[config.mk]
export PLATFORM = sky130hd
export DESIGN_NAME = fa_serial_adder
export DESIGN_NICKNAME = d
export VERILOG_FILES = /design/src/rtl/fa_serial_adder.sv
export SDC_FILE = /design/constraint.sdc
export NUM_CORES = 1
export LEC_CHECK = 0
export BUFFER_PORTS_ARGS = -buffer_cell sky130_fd_sc_hd__clkbuf_2
export CAP_MARGIN = 5
export CORE_ASPECT_RATIO = 1.75
export CORE_UTILIZATION = 57
export DETAILED_ROUTE_END_ITERATION = 6
export HOLD_SLACK_MARGIN = 0.1
export PLACE_DENSITY = 0.86
export SYNTH_ARGS = -nofsm -noshare
export SYNTH_HDL_FRONTEND = slang
export SYNTH_SLANG_ARGS = --single-unit
[constraint.sdc]
create_clock -name clk -period 3.3 [get_ports clk]
set_input_delay 0.495 -clock clk [delete_from_list [all_inputs] [get_ports clk]]
set_output_delay 0.495 -clock clk [all_outputs]
set_load 0.02 [all_outputs]
[src/rtl/fa_serial_adder.sv]
// -----------------------------------------------------------------------------
// fa_serial_adder
//   Bit-serial WIDTH-bit adder wrapped around a single full adder.
//   A start pulse in IDLE captures a, b and cin. The operands are then
//   consumed LSB first, one bit pair per clock. The full-adder carry is fed
//   back through a register. After WIDTH cycles the assembled sum and the
//   final carry are registered on sum/cout, and done pulses for one cycle.
//
// Ports
//   clk    in   1      rising-edge clock
//   rst_n  in   1      asynchronous active-low reset
//   start  in   1      operation request, sampled only in IDLE
//   a      in   WIDTH  operand A, captured on the accepted start edge
//   b      in   WIDTH  operand B, captured on the accepted start edge
//   cin    in   1      carry-in, captured on the accepted start edge
//   busy   out  1      high while bits are being processed
//   done   out  1      one-cycle pulse when sum/cout are newly valid
//   sum    out  WIDTH  (a+b+cin) mod 2^WIDTH, held until the next completion
//   cout   out  1      carry out of bit WIDTH-1, held with sum
// -----------------------------------------------------------------------------
module fa_serial_adder #(
    parameter int WIDTH = 8
) (
    input  logic             clk,
    input  logic             rst_n,
    input  logic             start,
    input  logic [WIDTH-1:0] a,
    input  logic [WIDTH-1:0] b,
    input  logic             cin,
    output logic             busy,
    output logic             done,
    output logic [WIDTH-1:0] sum,
    output logic             cout
);

    localparam int CNT_W = $clog2(WIDTH + 1);

    typedef enum logic [1:0] {
        ST_IDLE = 2'd0,
        ST_RUN  = 2'd1,
        ST_DONE = 2'd2
    } state_t;

    state_t           r_state;
    state_t           w_state_next;

    logic [WIDTH-1:0] r_a_sr;
    logic [WIDTH-1:0] r_b_sr;
    logic             r_carry;
    logic [CNT_W-1:0] r_cnt;
    logic [WIDTH-1:0] r_sum;
    logic             r_cout;

    logic             w_fa_s;
    logic             w_fa_c;
    logic             w_run;
    logic             w_last;
    logic             w_accept;
    logic [WIDTH-1:0] w_sum_final;

    // Single full adder evaluated on the current LSBs and the carry register.
    assign w_fa_s = r_a_sr[0] ^ r_b_sr[0] ^ r_carry;
    assign w_fa_c = (r_a_sr[0] & r_b_sr[0]) | (r_carry & (r_a_sr[0] ^ r_b_sr[0]));

    assign w_run    = (r_state == ST_RUN);
    assign w_last   = w_run && (r_cnt == CNT_W'(WIDTH - 1));
    assign w_accept = (r_state == ST_IDLE) && start;

    // ---------------------------------------------------------------- FSM
    always_ff @(posedge clk or negedge rst_n) begin
        if (!rst_n) begin
            r_state <= ST_IDLE;
        end else begin
            r_state <= w_state_next;
        end
    end

    always_comb begin
        w_state_next = r_state;
        case (r_state)
            ST_IDLE: if (start)  w_state_next = ST_RUN;
            ST_RUN:  if (w_last) w_state_next = ST_DONE;
            ST_DONE: w_state_next = ST_IDLE;
            default: w_state_next = ST_IDLE;
        endcase
    end

    assign busy = (r_state == ST_RUN);
    assign done = (r_state == ST_DONE);

    // ------------------------------------------------------------ datapath
    always_ff @(posedge clk or negedge rst_n) begin
        if (!rst_n) begin
            r_a_sr  <= '0;
            r_b_sr  <= '0;
            r_carry <= 1'b0;
            r_cnt   <= '0;
            r_sum   <= '0;
            r_cout  <= 1'b0;
        end else if (w_accept) begin
            r_a_sr  <= a;
            r_b_sr  <= b;
            r_carry <= cin;
            r_cnt   <= '0;
        end else if (w_run) begin
            r_a_sr  <= r_a_sr >> 1;
            r_b_sr  <= r_b_sr >> 1;
            r_carry <= w_fa_c;
            r_cnt   <= r_cnt + 1'b1;
            if (w_last) begin
                r_sum  <= w_sum_final;
                r_cout <= w_fa_c;
            end
        end
    end

    // Sum shift register. Only the WIDTH-1 already-computed bits need to be
    // stored: the final sum is the current S bit on top of those.
    generate
        if (WIDTH == 1) begin : gen_s_w1
            assign w_sum_final = w_fa_s;
        end else begin : gen_s_wn
            logic [WIDTH-2:0] r_s_sr;

            assign w_sum_final = {w_fa_s, r_s_sr};

            if (WIDTH == 2) begin : gen_s_w2
                always_ff @(posedge clk or negedge rst_n) begin
                    if (!rst_n) begin
                        r_s_sr <= '0;
                    end else if (w_run) begin
                        r_s_sr <= w_fa_s;
                    end
                end
            end else begin : gen_s_wgt2
                always_ff @(posedge clk or negedge rst_n) begin
                    if (!rst_n) begin
                        r_s_sr <= '0;
                    end else if (w_run) begin
                        r_s_sr <= {w_fa_s, r_s_sr[WIDTH-2:1]};
                    end
                end
            end
        end
    endgenerate

    assign sum  = r_sum;
    assign cout = r_cout;

endmodule

== Yosys cells after proc, flatten, opt, wreduce, memory -nomap -nowiden ==
Index checks and enable logic that the tools add are counted.

* Bits in registers: 39
* Input bits: 20

* Add/subtract/negate cells: 1
* Equal/unequal tests: 5
* Multiplexer cells: 11
* Bitwise logic cells: 6
* Reduce and logical (&&, ||, !) cells: 6

{| class="wikitable"
|+ Operators by type and width
! operator !! number
|-
| $mux W8 || 4
|-
| $mux W4 || 2
|-
| $add A4 B1 Y4 const B || 1
|-
| $eq A4 B3 Y1 const B || 1
|-
| $mux W2 || 2
|-
| $pmux W2 S2 || 1
|-
| $reduce_and A3 Y1 || 1
|-
| $and A1 B1 Y1 || 2
|-
| $eq A2 B1 Y1 const B || 1
|-
| $eq A2 B2 Y1 const B || 1
|-
| $logic_and A1 B1 Y1 || 2
|-
| $logic_not A2 Y1 || 1
|-
| $mux W1 || 2
|-
| $ne A2 B1 Y1 const B || 1
|-
| $ne A2 B2 Y1 const B || 1
|-
| $reduce_and A2 Y1 || 1
|-
| $reduce_bool A2 Y1 || 1
|-
| $xor A1 B1 Y1 || 2
|-
| $not A1 Y1 || 1
|-
| $or A1 B1 Y1 || 1
|}

== Logic depth before layout (Yosys ltp) ==
* Depth after elaboration: 5
* Depth in mapped cells: 6
* Depth with buffers taken out: 4

== Least setup slack after synthesis ==
No wires, ideal clock.

* Path kind: register to output
* Start point: register r_state[1]
* End point: output busy
* Arrival: 1.013 ns
* Slack: 1.792 ns
* Cell stages (with the launch flop): 5
* Buffers on the path: 2
* Cell sequence: dfrtp_1 nand2b_1 buf_6 inv_1 buf_2

* Cells in the longest elaborated chain, start to end: 1

{| class="wikitable"
|+ RTL lines
! item !! line !! RTL
|-
| start: declaration || 44 || <nowiki>state_t r_state;</nowiki>
|-
| start signal: assignment || 74 || <nowiki>r_state <= w_state_next;</nowiki>
|-
| $eq A2 B1 Y1 || 88 || <nowiki>assign busy = (r_state == ST_RUN);</nowiki>
|-
| end: declaration || 30 || <nowiki>output logic busy,</nowiki>
|}

No other way between the ends.

== Worst setup path after layout ==
Ends and elaborated chain as after synthesis.

==> metrics.yaml <==
grt:
  grt_max_degree: 40
  grt_overflow_total: 0
  grt_pass1_vias: 1177
  grt_pass1_wl_um: 5190
  grt_antenna_before_repair: 0
  grt_usage_pct: 22.8
critical_path:
  required_ps: 2800
  cp-end-kind: "output pin"
  crit_fanout: 17
  cp_cell_sequence: "nand2b_1 > inv_1 > clkbuf_2"
  critPathKind: "flip-flop to output pin"
  arrival_ps: 1520
  slowest_delay_ps: 530
  crit_path_top_delay_cell: "nand2b_1"
  start_kind: "flip-flop"
layout:
  n_antenna_cell: 0
  drive_gt1_share_pct: 28.4
  layout_common_cells: "nand2_1, dfrtp_1, clkbuf_2"
  fill_cells: 207
  seq_area_sq_um: 976
  syn2layout_area_growth_pct: 17.7
  final_nets: 204
  final_common_cell: "nand2_1"
  fin_cells: 210
  multiInputGateArea_sq_um: 599
  final_area_sq_um: 1900
power:
  p_leak_nw: 0.998
  powerDensity_nw_per_um2: 962
  total_power_mw: 1.82
  vdd_drop_max_mv: 0.755
synthesis:
  synth_seq_area_share_pct: 60.6
  async_flop_share_pct: 100
  syn_nets: 172
  synth_ff_type: "dfrtp_1"
  synth_cells: 150
  synth_cell_types: 21
  synth_seq_cells: 39
  synth-edff-count: 0
  syn_area_per_cell_sq_um: 10.7
  syn_area_sq_um: 1610
  ys_warn_count: 0
clock_network:
  post-cts-setup-buffers: 0
  clkTransAtPathRegs_ps: 70
  tritoncts_num_sinks: 39
  clk_latency_ps: 290
  htree_num_levels: 2
  cts-root-buf: "clkbuf_8"
  tritoncts: "yes"
  clock_path_buffers: 2
  ctsResizeCount: 0
  cts_hold_buf: 0
  cts_made_buffers: 5
floorplan:
  dieHeight_um: 72.3
  ios: 31
  die-area_sq_um: 3050
  dieWidth_um: 42.2
  core_sq_um: 2690
  start_util_pct: 59.9
  row_count: 25
detailed_routing:
  vias: 1185
  wire_per_inst_um: 14.8
  drc: 0
  drt_wl_total_um: 3110
  ant_nets: 0
  vias_per_cell: 5.64
  drtPass1Iterations: 5
  drtIter0Drc: 28
sta:
  max_clock_freq_mhz: 498
  worstMarginPinSlew_ps: 947
  slew-limit-headroom_pct: 36.9
  setup-tns-final_ps: 0
  min_period_ps: 2010
  drv_slew: 0
  fin_skew_ps: 5.07
  setup-violations-final: 0
  finalCritPeriodShare_pct: 60.9
  rsz0062_at_grt: "no"
  final_hold_viol_count: 0
placed_design:
  postPlaceCellArea_sq_um: 1780
  placed_cells: 202
  hpwl_um: 2150
  portBuffers: 30
  routabilityCongestion: 0.708
hold_path:
  hold_class: "input pin to asynchronous set/reset pin"
flow_run:
  max_cap_violations: 0
status:
  outcome: "completed"
metal layers:
metal	part of all wire (%)	wire, um	global-route usage (%)
met1	40	1250	26.4
met2	55	1700	41.0
met3	3.6	111	5.22
met4	1.4	44	7.29
met5	0	0	0
state kept, by name, indices dropped and copies added (netlist names):
signal,flops
cout,1
r_a_sr,8
sum,8
r_state,2
r_b_sr,8
r_carry,1
r_cnt,4
gen_s_wn.r_s_sr,7
power breakdown:
part	internal (mW)	leakage [nW]	total [mW]	switching (mW)
Sequential	0.679	0.500	0.818	0.139
Clock	0.244	0.0612	0.403	0.158
Combinational	0.239	0.437	0.603	0.364
synthesized netlist by cell type (all sizes together), types with 2 or more instances:
library cell   n  area, sq um
mux2           9          101
dfrtp         39          976
clkbuf         4         15.0
nor3b          2         15.0
a22oi         15          113
buf            3         21.3
nand2         60          225
o21bai         2         18.8
o21ai          5         25.0
nand2b         2         12.5
path summary, 6_finish.rpt:
| check | from | to | slack, ps | cells past startpoint |
|---|---|---|---|---|
| max in group asynchronous | rst_n | r_a_sr[1] | 2370 | 1 |
| min reg2reg | r_b_sr[3] | r_b_sr[3] | 480 | 2 |
| min in group clk | a[7] | r_a_sr[7] | 420 | 3 |
| max reg2reg | r_state[1] | sum[1] | 1400 | 3 |
| min | rst_n | r_cnt[2] | 340 | 1 |
| max | r_state[1] | busy | 1290 | 3 |
worst max-delay path, delay by kind of cell, from the launching register on:
family,cells,cell delay (ps)
buf+inv,2,300
simple gates,1,530
flops,1,390
kinds of logic after synthesis:
family                     share of synthesized area, %
DFF                                                60.6
xor gates and xnor gates                          0.544
AOI/OAI and AO/OA                                  10.6
adders and majority gates                          2.02
muxes                                              6.29
buffers and inverters                              2.49
and+or+nand+nor                                    17.5
through the flow:
stage                     worst slack (ps)  hold WS, ps  util, %
after floorplan                       1790          199        -
final                                 1290          344     70.5
after detailed placement              1360          464     66.1
after CTS                             1250          362     70.5
after global routing                  1160          420     70.5
after global placement                1470          460     66.1
cell type report:
| cell class | instances | area share, % |
|---|---|---|
| clock buffer | 6 | 4.36 |
| clock inverter | 2 | 1.85 |
| inverter | 1 | 0.198 |
| multi-input combinational | 103 | 31.6 |
| sequential | 39 | 51.5 |
| tap | 27 | 1.78 |
| timing repair buffer | 32 | 8.71 |
(Power assumes the default switching activity.)
